$ cat src/rtl/adder_sweep_if.sv
// Control, configuration, adder-operand and result signals of the adder sweep sequencer.
interface adder_sweep_if #(
  parameter int unsigned WIDTH    = 8,
  parameter int unsigned SETTLE_W = 4,
  parameter int unsigned CNT_W    = 8
);
  logic                start;
  logic                abort;
  logic [WIDTH-1:0]    a_base;
  logic [WIDTH-1:0]    b_base;
  logic [CNT_W-1:0]    num_vec;
  logic [SETTLE_W-1:0] settle_cycles;
  logic [WIDTH-1:0]    adder_sum;
  logic [WIDTH-1:0]    adder_a;
  logic [WIDTH-1:0]    adder_b;
  logic                busy;
  logic                done;
  logic [CNT_W-1:0]    err_count;
  logic                err_valid;
  logic [WIDTH-1:0]    first_err_a;
  logic [WIDTH-1:0]    first_err_sum;

  modport master (
    output start, abort, a_base, b_base, num_vec, settle_cycles, adder_sum,
    input  adder_a, adder_b, busy, done, err_count, err_valid, first_err_a, first_err_sum
  );

  modport slave (
    input  start, abort, a_base, b_base, num_vec, settle_cycles, adder_sum,
    output adder_a, adder_b, busy, done, err_count, err_valid, first_err_a, first_err_sum
  );
endinterface

$ cat src/rtl/adder_sweep_ctrl.sv
// Sweeps operand vectors through an adder under test, checks each sampled sum
// against a+b and records a saturating error count plus the first failing vector.
module adder_sweep_ctrl #(
  parameter int unsigned WIDTH    = 8,
  parameter int unsigned SETTLE_W = 4,
  parameter int unsigned CNT_W    = 8
) (
  input  logic         clk,
  input  logic         rst_n,
  adder_sweep_if.slave bus
);

  typedef enum logic [2:0] {
    S_IDLE   = 3'd0,
    S_APPLY  = 3'd1,
    S_SETTLE = 3'd2,
    S_CHECK  = 3'd3,
    S_DONE   = 3'd4
  } state_t;

  typedef struct packed {
    logic [WIDTH-1:0]    a_base;
    logic [WIDTH-1:0]    b_base;
    logic [CNT_W-1:0]    num_vec;
    logic [SETTLE_W-1:0] settle;
  } cfg_t;

  state_t              state_q, state_d;
  cfg_t                cfg_q, cfg_d;
  logic [CNT_W-1:0]    idx_q, idx_d;
  logic [SETTLE_W-1:0] cnt_q, cnt_d;
  logic [WIDTH-1:0]    a_q, a_d;
  logic [WIDTH-1:0]    b_q, b_d;
  logic                busy_q, busy_d;
  logic                done_q, done_d;
  logic [CNT_W-1:0]    err_cnt_q, err_cnt_d;
  logic                err_valid_q, err_valid_d;
  logic [WIDTH-1:0]    fa_q, fa_d;
  logic [WIDTH-1:0]    fs_q, fs_d;
  logic [WIDTH-1:0]    golden;
  logic                mismatch;

  assign golden   = WIDTH'(a_q + b_q);
  assign mismatch = (bus.adder_sum != golden);

  // State register
  always_ff @(posedge clk) begin
    if (!rst_n) state_q <= S_IDLE;
    else        state_q <= state_d;
  end

  // Datapath and output registers
  always_ff @(posedge clk) begin
    if (!rst_n) begin
      cfg_q       <= '0;
      idx_q       <= '0;
      cnt_q       <= '0;
      a_q         <= '0;
      b_q         <= '0;
      busy_q      <= 1'b0;
      done_q      <= 1'b0;
      err_cnt_q   <= '0;
      err_valid_q <= 1'b0;
      fa_q        <= '0;
      fs_q        <= '0;
    end else begin
      cfg_q       <= cfg_d;
      idx_q       <= idx_d;
      cnt_q       <= cnt_d;
      a_q         <= a_d;
      b_q         <= b_d;
      busy_q      <= busy_d;
      done_q      <= done_d;
      err_cnt_q   <= err_cnt_d;
      err_valid_q <= err_valid_d;
      fa_q        <= fa_d;
      fs_q        <= fs_d;
    end
  end

  // Next-state and next-register logic; abort freezes everything except the return to IDLE
  always_comb begin
    state_d     = state_q;
    cfg_d       = cfg_q;
    idx_d       = idx_q;
    cnt_d       = cnt_q;
    a_d         = a_q;
    b_d         = b_q;
    done_d      = 1'b0;
    err_cnt_d   = err_cnt_q;
    err_valid_d = err_valid_q;
    fa_d        = fa_q;
    fs_d        = fs_q;

    if (bus.abort && (state_q != S_IDLE)) begin
      state_d = S_IDLE;
    end else begin
      case (state_q)
        S_IDLE: begin
          if (bus.start && !bus.abort) begin
            cfg_d       = '{a_base:  bus.a_base,
                            b_base:  bus.b_base,
                            num_vec: bus.num_vec,
                            settle:  bus.settle_cycles};
            idx_d       = '0;
            err_cnt_d   = '0;
            err_valid_d = 1'b0;
            fa_d        = '0;
            fs_d        = '0;
            state_d     = (bus.num_vec == '0) ? S_DONE : S_APPLY;
          end
        end
        S_APPLY: begin
          a_d     = WIDTH'(cfg_q.a_base + WIDTH'(idx_q));
          b_d     = cfg_q.b_base;
          cnt_d   = cfg_q.settle;
          state_d = (cfg_q.settle != '0) ? S_SETTLE : S_CHECK;
        end
        S_SETTLE: begin
          cnt_d = cnt_q - SETTLE_W'(1);
          if (cnt_q == SETTLE_W'(1)) state_d = S_CHECK;
        end
        S_CHECK: begin
          if (mismatch) begin
            if (err_cnt_q != '1) err_cnt_d = err_cnt_q + CNT_W'(1);
            if (!err_valid_q) begin
              err_valid_d = 1'b1;
              fa_d        = a_q;
              fs_d        = bus.adder_sum;
            end
          end
          idx_d   = idx_q + CNT_W'(1);
          state_d = (idx_d == cfg_q.num_vec) ? S_DONE : S_APPLY;
        end
        S_DONE: begin
          done_d  = 1'b1;
          state_d = S_IDLE;
        end
        default: state_d = S_IDLE;
      endcase
    end

    busy_d = (state_d == S_APPLY) || (state_d == S_SETTLE) || (state_d == S_CHECK);
  end

  assign bus.adder_a       = a_q;
  assign bus.adder_b       = b_q;
  assign bus.busy          = busy_q;
  assign bus.done          = done_q;
  assign bus.err_count     = err_cnt_q;
  assign bus.err_valid     = err_valid_q;
  assign bus.first_err_a   = fa_q;
  assign bus.first_err_sum = fs_q;

endmodule
$ cat src/flat_wrapper.sv
// flat-port wrapper written by rule: the top's interface ports become plain ports
module adder_sweep_ctrl_flat 
#(
  parameter int unsigned WIDTH    = 8,
  parameter int unsigned SETTLE_W = 4,
  parameter int unsigned CNT_W    = 8
)
  (clk, rst_n, bus_start, bus_abort, bus_a_base, bus_b_base, bus_num_vec, bus_settle_cycles, bus_adder_sum, bus_adder_a, bus_adder_b, bus_busy, bus_done, bus_err_count, bus_err_valid, bus_first_err_a, bus_first_err_sum);
  adder_sweep_if #(.WIDTH(WIDTH), .SETTLE_W(SETTLE_W), .CNT_W(CNT_W)) bus_i ();
  input  logic clk;
  input  logic rst_n;
  input wire logic [$bits(bus_i.start)-1:0] bus_start;
  input wire logic [$bits(bus_i.abort)-1:0] bus_abort;
  input wire logic [$bits(bus_i.a_base)-1:0] bus_a_base;
  input wire logic [$bits(bus_i.b_base)-1:0] bus_b_base;
  input wire logic [$bits(bus_i.num_vec)-1:0] bus_num_vec;
  input wire logic [$bits(bus_i.settle_cycles)-1:0] bus_settle_cycles;
  input wire logic [$bits(bus_i.adder_sum)-1:0] bus_adder_sum;
  output wire logic [$bits(bus_i.adder_a)-1:0] bus_adder_a;
  output wire logic [$bits(bus_i.adder_b)-1:0] bus_adder_b;
  output wire logic [$bits(bus_i.busy)-1:0] bus_busy;
  output wire logic [$bits(bus_i.done)-1:0] bus_done;
  output wire logic [$bits(bus_i.err_count)-1:0] bus_err_count;
  output wire logic [$bits(bus_i.err_valid)-1:0] bus_err_valid;
  output wire logic [$bits(bus_i.first_err_a)-1:0] bus_first_err_a;
  output wire logic [$bits(bus_i.first_err_sum)-1:0] bus_first_err_sum;
  assign bus_i.start = bus_start;
  assign bus_i.abort = bus_abort;
  assign bus_i.a_base = bus_a_base;
  assign bus_i.b_base = bus_b_base;
  assign bus_i.num_vec = bus_num_vec;
  assign bus_i.settle_cycles = bus_settle_cycles;
  assign bus_i.adder_sum = bus_adder_sum;
  assign bus_adder_a = bus_i.adder_a;
  assign bus_adder_b = bus_i.adder_b;
  assign bus_busy = bus_i.busy;
  assign bus_done = bus_i.done;
  assign bus_err_count = bus_i.err_count;
  assign bus_err_valid = bus_i.err_valid;
  assign bus_first_err_a = bus_i.first_err_a;
  assign bus_first_err_sum = bus_i.first_err_sum;
  adder_sweep_ctrl #(.WIDTH(WIDTH), .SETTLE_W(SETTLE_W), .CNT_W(CNT_W)) u_core (.clk(clk), .rst_n(rst_n), .bus(bus_i));
endmodule
$ cat config.mk
export PLATFORM = sky130hd
export DESIGN_NAME = adder_sweep_ctrl_flat
export DESIGN_NICKNAME = d
export VERILOG_FILES = /design/src/rtl/adder_sweep_if.sv /design/src/rtl/adder_sweep_ctrl.sv /design/src/flat_wrapper.sv
export SDC_FILE = /design/constraint.sdc
export NUM_CORES = 1
export LEC_CHECK = 0
export CORE_UTILIZATION = 48
export CTS_CLUSTER_DIAMETER = 40
export DETAILED_ROUTE_END_ITERATION = 8
export PLACE_DENSITY = 0.75
export SKIP_CTS_REPAIR_TIMING = 1
export SKIP_LAST_GASP = 1
export SLEW_MARGIN = 20
export SYNTH_ARGS = -nofsm -noshare
export SYNTH_HDL_FRONTEND = slang
export SYNTH_SLANG_ARGS = --single-unit
$ cat constraint.sdc
create_clock -name clk -period 6.2 [get_ports clk]
set_input_delay 1.24 -clock clk [delete_from_list [all_inputs] [get_ports clk]]
set_output_delay 1.24 -clock clk [all_outputs]
set_load 0.01 [all_outputs]
Yosys cells after proc, flatten, opt, wreduce, memory -nomap -nowiden --
Cells that the tools add are included.
Storage, ports and cells: bits in read-only memories 0, output and inout port bits 43, bits in registers 86, memories 0, bits in writable memories 0, bits in latches 0, logic and storage cells 79, bits of input ports 40
Operators by class: shift operators 0, mux-type cells 23, reduce and logical (&&, ||, !) cells 19, $lt $le $gt $ge 0, $add $sub $neg 5, div/mod/pow operators 0, bitwise gates (word level) 2, $mul 0, eq/ne operators 15
Operators by type and width (count):
- case mux 8 bit (2 select lines) | 4
- 2-to-1 mux 8 bit | 7
- adder 8 x 1 -> 8 bit, second input constant | 2
- adder 8 bit | 2
- 2-to-1 mux 3 bit | 5
- == test 3 x 2 -> 1 bit, second input constant | 4
- case mux 3 bit (4 select lines) | 1
- AND reduction 5 bit | 2
- == test 8 bit | 1
- logical NOT 8 bit | 1
- inequality test 8 bit | 1
- inequality test 8 bit, second input constant | 1
- case mux 4 bit (2 select lines) | 1
- == test 3 x 1 -> 1 bit, second input constant | 2
- inequality test 2 x 1 -> 1 bit, second input constant | 3
- AND reduction 3 bit | 2
- == test 4 x 1 -> 1 bit, second input constant | 1
- 2-to-1 mux 1 bit | 4
- AND reduction 2 bit | 2
- AND reduction 4 bit | 1
- nonzero test 2 bit | 2
- nonzero test 4 bit | 1
- subtractor 4 x 1 -> 4 bit, second input constant | 1
- == test 3 bit, second input constant | 1
- other kinds (9) | 12

Longest topological paths before layout --
Gate-level depths: netlist of the first run.
depth in word-level cells 8, gate-level depth with buffers 11, depth with buffers taken out 10

Least setup slack after synthesis of the first run --
Ideal clock, no wire load.
path type in2reg, start point in bus_adder_sum[6], end point reg u_core.fa_q[7] (netlist: u_core.bus.first_err_a[7]), buffers on the path 1, setup slack 3.292 ns, library setup time 0.059 ns, data required time 6.141 ns, stages on the path 8, arrival time 2.849 ns, cell sequence xor2_1 or3_1 o32ai_1 a311oi_2 nor4_1 o21a_2 buf_4 a22o_1
Between the ends: word-level cells in the longest chain between the ends 3
RTL lines:
- from (decl) | RTL line flat_wrapper.sv:18 | input wire logic [$bits(bus_i.adder_sum)-1:0] bus_adder_sum;
- inequality test 8 bit | RTL line adder_sweep_ctrl.sv:44 | assign mismatch = (bus.adder_sum != golden);
- inequality test 2 x 1 -> 1 bit (no line)
- AND reduction 5 bit (no line)
- to (signal assigned) | RTL line adder_sweep_ctrl.sv:64 | fa_q <= '0;
- to (signal assigned) | RTL line adder_sweep_ctrl.sv:76 | fa_q <= fa_d;
- to (decl) | RTL line adder_sweep_ctrl.sv:38 | logic [WIDTH-1:0] fa_q, fa_d;
Every way passes these cells. A chain may end at the register's enable or synchronous reset.

Final worst setup path of the first run --
start point in bus_adder_sum[6], end point reg u_core.fa_q[2] (netlist: u_core.bus.first_err_a[2])
The elaborated chain is that of the path after synthesis.

==> results of run 1 <==
-- layout by cell type, fill, tap and decap left out, types with 4 or more instances in the layout --
cell,instances
a211oi_1,7
a21oi_1,61
a22o_1,17
a31oi_1,4
and2_1,4
and3_1,6
clkbuf_8,9
clkdlybuf4s50_1,82
dfxtp_1,86
ha_1,18
inv_1,9
nand2_1,102
nand2b_1,6
nand3_1,11
nor2_1,37
nor3_1,10
o21ai_0,20
o22ai_1,4
or3_1,4
xnor2_1,14
xor2_1,14
-- worst paths after layout --
kind,start,endpoint,slack (ns),cells past startpoint
max,bus_adder_sum[6],u_core.bus.first_err_a[2],2.75,8
min,u_core.cfg_q[18],u_core.bus.adder_b[6],0.45,2
max reg2reg,u_core.bus.adder_a[0],u_core.bus.first_err_a[2],3.16,10
min reg2reg,u_core.cfg_q[18],u_core.bus.adder_b[6],0.45,2
-- worst min-delay path, cell delays in order (launching register included) --
cell and delay (ns):
dfxtp_1 0.32, nand2_1 0.05, a21oi_1 0.05
-- registers in the layout, indices dropped and copies added (netlist names) --
| signal | count |
|---|---|
| u_core.bus.err_count | 8 |
| u_core.bus.first_err_sum | 8 |
| u_core.idx_q | 8 |
| u_core.cfg_q | 28 |
| u_core.bus.first_err_a | 8 |
| u_core.bus.adder_a | 8 |
| u_core.state_q | 3 |
| u_core.cnt_q | 4 |
| u_core.bus.adder_b | 8 |
| u_core.bus.busy | 1 |
| u_core.bus.err_valid | 1 |
| u_core.bus.done | 1 |
-- cells in the mapped netlist, types with 3 or more instances --
cell / count / share of area, %
xor2_1: 14 / 2.9
inv_1: 9 / 0.79
xnor2_1: 14 / 2.9
nand3b_1: 3 / 0.53
and2_1: 4 / 0.59
dfxtp_1: 86 / 40
nand2_1: 102 / 9.0
buf_1: 4 / 0.35
or4_1: 3 / 0.53
ha_1: 18 / 5.3
a21oi_1: 61 / 7.2
or3_1: 4 / 0.59
a21o_1: 3 / 0.53
a31oi_1: 4 / 0.59
nand3_1: 11 / 1.3
nor3_1: 10 / 1.2
nand4_1: 3 / 0.44
nor2b_1: 3 / 0.44
o22ai_1: 4 / 0.59
buf_2: 3 / 0.35
a22oi_1: 3 / 0.53
nand2b_1: 6 / 0.88
o21a_1: 3 / 0.53
clkbuf_1: 17 / 1.5
o21ai_0: 20 / 2.4
nor2_1: 38 / 3.4
nor4_1: 3 / 0.44
and3_1: 6 / 0.88
a211oi_1: 7 / 1.2
a22o_1: 17 / 3.5
o31ai_1: 3 / 0.53
-- power by group through the flow --
stage               registers, mW  clock network (mW)  logic (mW)
finish                      0.576               0.355       0.111
global route                0.578               0.388       0.124
CTS                         0.576               0.365       0.111
detailed placement          0.589                   0       0.110
global placement            0.588                   0       0.108
floorplan                   0.586                   0      0.0652
-- area by class of cell --
type                    count  area, µm²  share of cell area [%]
clock inverters             7       50.0                   0.946
repair buffers             85        843                    15.9
well taps                 105        131                    2.48
inverters                   9       33.8                   0.639
multi-input cells         397       2390                    45.1
clock buffers               9        124                    2.34
flip-flops and latches     86       1720                    32.5
-- stage by stage --
step / hold slack, ns / util (%) / instance area (µm²) / std cells
2_1_floorplan: 0.432 / - / 4250 / 518
3_3_place_gp: 0.436 / 61.0 / 5110 / 682
3_5_place_dp: 0.445 / 61.0 / 5110 / 682
4_1_cts: 0.455 / 63.1 / 5290 / 698
5_1_grt: 0.480 / 63.1 / 5290 / 698
6_report: 0.450 / 63.1 / 5290 / 698
-- cells by family after synthesis --
family / count (synthesis)
XOR/XNOR: 28
AO/OA/AOI/OAI: 139
buffers and inverters: 35
AND/OR/NAND/NOR: 210
adder cells (fa/ha/maj): 20
flip-flops: 86
-- layer usage --
metal | global-route usage, % | wire, µm | vias up
met4 | 7.21 | 137 | 0
met3 | 3.95 | 491 | 12
met2 | 39.2 | 4840 | 95
met1 | 30.3 | 4630 | 1809
met5 | 0 | 0 | -
li1 | - | - | 1962
==> reports/results.txt, run 1 <==
status = completed
share of cells above drive strength 1 = 4.72%
Mapped Nets = 578
Worst-Margin Slew = 0.833 ns
XOR/XNOR Fraction of Synth Area = 5.77%
ANT cells = 0
Ys Warns = 0
mux share of post-synthesis cell area = 0%
Critical Path Fanout Max = 16
Clock Sinks = 86
Initial Utilization = 50.7%
setup_tns = 0 ns
DRT iter0 DRCs = 238
Avg Vias per Cell = 5.56
grt ovf = 0
final setup fails = 0
period utilization = 55.6%
vias in the first global route = 3,688
DR WL/cell = 14.5 µm
Cell Area, Synth = 4250 µm²
Layout fillers = 760
Chip Width = 96.1 µm
RSZ-0062 raised after global routing = false
Critical-path top delay cell = nor3_2
critical path's top delay family = simple AND/OR/NAND/NOR gates
IR Drop Worst-Case VDD = 0.111 mV
largest net degree at the start of global routing = 56
Core Area = 8380 µm²
Net Switching = 0.278 mW
Synth Area in Adders = 6.24%
PnR worst setup slack = 2.75 ns
CTS clk-pin slew, worst paths = 0.09 ns
fraction of power consumed by sequential logic = 55.3%
largest family of logic cells by synthesized area = simple AND/OR/NAND/NOR gates
first-pass GRT wire length = 16,800 µm
worst skew pair latency = 0.35 ns
initial antenna violation count = 0
Compound-Gate Fraction of Synth Area = 20.6%
Cells after Synth = 518
PwrDens = 197 nW/µm²
Top FF cell, synth = dfxtp_1
Hold Path Class = flip-flop to flip-flop
CP cell instances = clkdlybuf4s50_1, xor2_1, or3_1, o32ai_1, a311oi_2, nor3_2, nor4_4, a22o_1
slowest stage delay, CP = 0.67 ns
Post-route DRC = 0
H-tree depth = 3
Setup Crit Path Kind = primary input to flip-flop
sequential fraction of the synthesis area = 40.5%
routed wire length = 10,100 µm
P_int = 0.763 mW
I/O Buffers = 82
Clock Tree Buf Depth = 2
routability cong. = 0.890
Worst Path Arrival = 3.70 ns
Sw Share = 26.7%
Synth cell types = 55
Die Height = 96.1 µm
max cap viols = 0
clock skew = 0.0100 ns
final hold violation count = 0
# IOs = 83
Die ar. = 9240 µm²
total track usage = 23.3%
Area growth syn-to-layout = 24.4%
nets@finish = 648
post-DP HPWL = 7340 µm
Final Critical Period = 3.45 ns
Gate power share = 10.7%
async set or reset register ratio after synthesis = 0%
DR vias = 3,878
clock share of power = 34.1%
relative slew slack = 44.0%
buffers and inverters on the worst path = 1
fmax = 0.290 GHz
Post-synth EDFFs = 0
P_leak = 1.93 nW
Antenna Nets Post-Route = 0
Critical Path End Type = flip-flop
Root Driver = clkbuf_8
Worst Setup Slack post-DPL = 2.42 ns
Row Count = 33
register bit total from synthesis = 86
Synth Area in Simple Gates = 23.4%
syn avg cell area = 8.21 µm²
drt pass-1 iters = 4
Worst EP required = 6.45 ns
Final Max Slew Viols = 0
CTS tree = done
Power Total = 1.04 mW
Worst setup SP type = primary input
TritonCTS buffer count = 9
Power figures use the tool's default switching activity.
==> run 2: changes to the inputs <==
Clock period 6.2 ns to 3.5 ns, I/O delays scaled along.
==> run 2 against run 1 <==
  * Hold slack got worse by 0.0038 ns
  * Combinational power rose by 80%
  * Total power rose by 87%
  * Cell count rose by 0.43%
  * Clock-buffer cell count did not move
  * Setup slack got worse by 2.2 ns
  * Via count rose by 2.1%
  * Clock power rose by 100%
  * Critical endpoint is now u_core.bus.first_err_sum[7]
  * Sequential power rose by 77%
  * Wire length rose by 3.0%
  * Clock skew barely moved
  * Die area did not move
  * Highest routed layer unchanged
==> reports/results.txt, run 2 (same netlist as run 1, synthesis figures left out) <==
grt ovf = 0
first-pass GRT wire length = 17,000 µm
worst skew pair latency = 0.36 ns
Die Height = 96.1 µm
CP cell instances = ha_1, inv_1, fa_1, nand2b_1, a21oi_1, o32ai_1, a311oi_2, nor3_2, nor4_4, a22o_1
Worst Setup Slack post-DPL = 0.390 ns
Setup Crit Path Kind = flip-flop to flip-flop
Avg Vias per Cell = 5.65
final setup fails = 0
Final Critical Period = 2.93 ns
ANT cells = 0
initial antenna violation count = 0
P_leak = 1.96 nW
Final Max Slew Viols = 0
Row Count = 33
slowest stage delay, CP = 0.61 ns
P_int = 1.43 mW
largest net degree at the start of global routing = 56
Worst Path Arrival = 3.23 ns
status = completed
CTS tree = done
commonest non-fill, non-tap cell in the layout = nand2_1
max cap viols = 0
Gate power share = 10.3%
max reg flops = 28
RSZ-0062 raised after global routing = false
Critical Path Fanout Max = 16
Post-route DRC = 0
Worst setup SP type = flip-flop
DRT iter0 DRCs = 163
Worst EP required = 3.81 ns
Die ar. = 9240 µm²
Net Switching = 0.512 mW
post-DP HPWL = 7610 µm
Sw Share = 26.3%
I/O Buffers = 82
Initial Utilization = 50.7%
relative slew slack = 46.2%
total track usage = 23.9%
Core Area = 8380 µm²
clock skew = 0.00956 ns
TritonCTS buffer count = 9
setup_tns = 0 ns
Biggest register = u_core.cfg_q
WHS = 0.446 ns
drt pass-1 iters = 5
fraction of power consumed by sequential logic = 52.4%
Worst-Margin Slew = 0.801 ns
share of cells above drive strength 1 = 5.03%
vias in the first global route = 3,672
nets@finish = 651
Clock Tree Buf Depth = 2
routed wire length = 10,400 µm
Area growth syn-to-layout = 25.6%
Layout fillers = 743
Critical-path top delay cell = nor4_4
Critical Path End Type = flip-flop
IR Drop Worst-Case VDD = 0.293 mV
fmax = 0.342 GHz
# IOs = 83
DR WL/cell = 14.8 µm
PnR worst setup slack = 0.575 ns
DR vias = 3,961
Clock Sinks = 86
final hold violation count = 0
Antenna Nets Post-Route = 0
CTS clk-pin slew, worst paths = 0.09 ns
clock share of power = 37.3%
Root Driver = clkbuf_8
routability cong. = 0.888
Chip Width = 96.1 µm
Hold Path Class = flip-flop to flip-flop
PwrDens = 364 nW/µm²
most frequent cells in the layout = nand2_1, dfxtp_1, clkdlybuf4s50_1
period utilization = 83.6%
H-tree depth = 3
## run 2: worst paths after layout
kind / startpoint / endpoint / slack [ns] / depth (start not counted)
min reg2reg: u_core.cfg_q[18] / u_core.bus.adder_b[6] / 0.45 / 2
min: u_core.cfg_q[18] / u_core.bus.adder_b[6] / 0.45 / 2
max reg2reg: u_core.bus.adder_a[0] / u_core.bus.first_err_sum[7] / 0.57 / 10
max: u_core.bus.adder_a[0] / u_core.bus.first_err_sum[7] / 0.57 / 10
## run 2: power groups by stage
stage          clock network [mW]  logic [mW]  registers (mW)
2_1_floorplan                   0       0.116            1.04
3_3_place_gp                    0       0.195            1.04
3_5_place_dp                    0       0.199            1.04
4_1_cts                     0.741       0.201            1.02
5_1_grt                     0.779       0.223            1.02
6_report                    0.726       0.200            1.02
## run 2: layout make-up
cell class                      instances  area (µm²)  area share [%]
Clock buffer                            9         124            2.32
Clock inverter                          7        81.3            1.52
Inverter                                9        33.8           0.632
Multi-Input combinational cell        397        2380            44.6
Sequential cell                        86        1720            32.2
Tap cell                              105         131            2.46
Timing Repair Buffer                   88         866            16.2
## run 2: metrics by stage
stage / util (%) / total power, mW / instance area (µm²) / instances
after floorplan: - / 1.15 / 4250 / 518
after global placement: 61.3 / 1.24 / 5140 / 685
after detailed placement: 61.3 / 1.24 / 5140 / 685
after CTS: 63.7 / 1.96 / 5340 / 701
after global routing: 63.7 / 2.03 / 5340 / 701
final: 63.7 / 1.95 / 5340 / 701
## run 2: critical path: cells and delay by family, from the launching register on
family                     cells  cell delay [ns]
AOI/OAI and AO/OA              4             0.90
and+or+nand+nor                3             0.91
buffers and inverters          1             0.05
adders and majority gates      2             0.60
DFF                            1             0.40
## run 2: layer usage
layer	wire, µm	global-route usage (%)	vias up
met5	0	0	-
met4	172	7.96	0
li1	-	-	1965
met1	4720	30.5	1857
met2	4930	40.7	125
met3	574	4.11	14
==> run 3: changes to the inputs <==
Clock period 3.5 ns to 3 ns, I/O delays scaled along.
==> run 3 against run 2 <==
  * Final area up 1.5%
  * Die area is the same
  * Sequential share of layout area fell by 0.48 points
  * Clock power is 28% higher
  * Clock-buffer cell count unchanged
  * Combinational power rose by 19%
  * Hold slack improved by 0.0094 ns
==> reports/results.txt, run 3 (same netlist as run 1, synthesis figures left out) <==
Hold Path Class = flip-flop to flip-flop
Worst EP required = 3.29 ns
largest net degree at the start of global routing = 54
Initial Utilization = 50.7%
Critical Path Fanout Max = 10
initial antenna violation count = 0
setup_tns = 0 ns
H-tree depth = 3
P_leak = 2.01 nW
most frequent cells in the layout = nand2_1, dfxtp_1, clkdlybuf4s50_1
Setup Crit Path Kind = flip-flop to flip-flop
drt pass-1 iters = 4
DRT iter0 DRCs = 161
Root Driver = clkbuf_8
critical path startpoint = u_core.bus.adder_a[0]
relative slew slack = 54.2%
Die ar. = 9240 µm²
clock skew = 0.0101 ns
total track usage = 23.7%
ANT cells = 0
grt ovf = 0
worst skew pair latency = 0.36 ns
PwrDens = 435 nW/µm²
Clock Sinks = 86
Row Count = 33
period utilization = 93.2%
footprint of the multi-input gates = 2380 µm²
I/O Buffers = 82
Post-route DRC = 0
# IOs = 83
RR Startpoint = u_core.bus.adder_a[0]
Avg Vias per Cell = 5.63
first-pass GRT wire length = 16,900 µm
max cap viols = 0
Final Max Slew Viols = 0
Biggest register = u_core.cfg_q
final hold violation count = 0
RSZ-0062 raised after global routing = false
CTS tree = done
final setup fails = 0
Critical Path End Type = flip-flop
nets@finish = 657
post-DP HPWL = 7630 µm
Reg area = 1720 µm²
Final Critical Period = 2.80 ns
Worst Path Arrival = 3.08 ns
Clock Tree Buf Depth = 2
Layout fillers = 719
Core Area = 8380 µm²
IR Drop Worst-Case VDD = 0.262 mV
status = completed
DR WL/cell = 14.6 µm
max reg flops = 28
Worst setup SP type = flip-flop
hold wc startpoint = u_core.cfg_q[19]
Layout Utilization = 64.7%
Die Height = 96.1 µm
Antenna Nets Post-Route = 0
fmax = 0.358 GHz
TritonCTS buffer count = 9
routability cong. = 0.899
vias in the first global route = 3,685
DR vias = 3,983
Area growth syn-to-layout = 27.5%
Chip Width = 96.1 µm
share of cells above drive strength 1 = 5.98%
CTS clk-pin slew, worst paths = 0.09 ns
routed wire length = 10,300 µm
Worst-Margin Slew = 0.684 ns
commonest non-fill, non-tap cell in the layout = nand2_1
run 3: critical path, stage by stage (launching register included):
cell and delay (ns):
dfxtp_1 0.39, ha_1 0.18, inv_1 0.05, fa_1 0.43, nand2b_1 0.19, a21oi_1 0.21
o32ai_1 0.12, a311oi_2 0.26, nor3_2 0.11, buf_4 0.18, or4_1 0.46, a21oi_1 0.14
run 3: routing by layer:
| metal | GRT usage (%) | routed length [µm] |
|---|---|---|
| met3 | 3.55 | 563 |
| met4 | 9.95 | 174 |
| met5 | 0 | 0 |
| met2 | 39.2 | 4880 |
| met1 | 30.7 | 4670 |
run 3: where the power goes:
part / switching (mW) / internal [mW]
registers: 0.0210 / 1.17
logic: 0.125 / 0.113
clock network: 0.451 / 0.481
run 3: worst paths after layout:
check	endpoint	depth (start not counted)	slack [ns]
worst max-delay path	u_core.bus.err_count[5]	11	0.20
worst min-delay path	u_core.bus.adder_b[7]	2	0.46
worst max register to register	u_core.bus.err_count[5]	11	0.20
worst min register to register	u_core.bus.adder_b[7]	2	0.46
run 3: metrics by stage:
stage | hold WS (ns) | power [mW] | cells | worst slack, ns | instance area [µm²]
floorplan | 0.432 | 1.34 | 518 | 0.393 | 4250
global placement | 0.436 | 1.45 | 690 | 0.0965 | 5170
detailed placement | 0.446 | 1.45 | 690 | -0.0439 | 5170
CTS | 0.460 | 2.37 | 706 | 0.121 | 5400
global route | 0.468 | 2.45 | 707 | 0.0161 | 5420
finish | 0.456 | 2.36 | 707 | 0.205 | 5420
run 3: cell type report:
| type | instances | share of cell area [%] |
|---|---|---|
| Multi-Input combinational cell | 397 | 44.0 |
| Clock inverter | 7 | 1.92 |
| Tap cell | 105 | 2.42 |
| Timing Repair Buffer | 94 | 17.0 |
| Sequential cell | 86 | 31.8 |
| Clock buffer | 9 | 2.28 |
| Inverter | 9 | 0.623 |
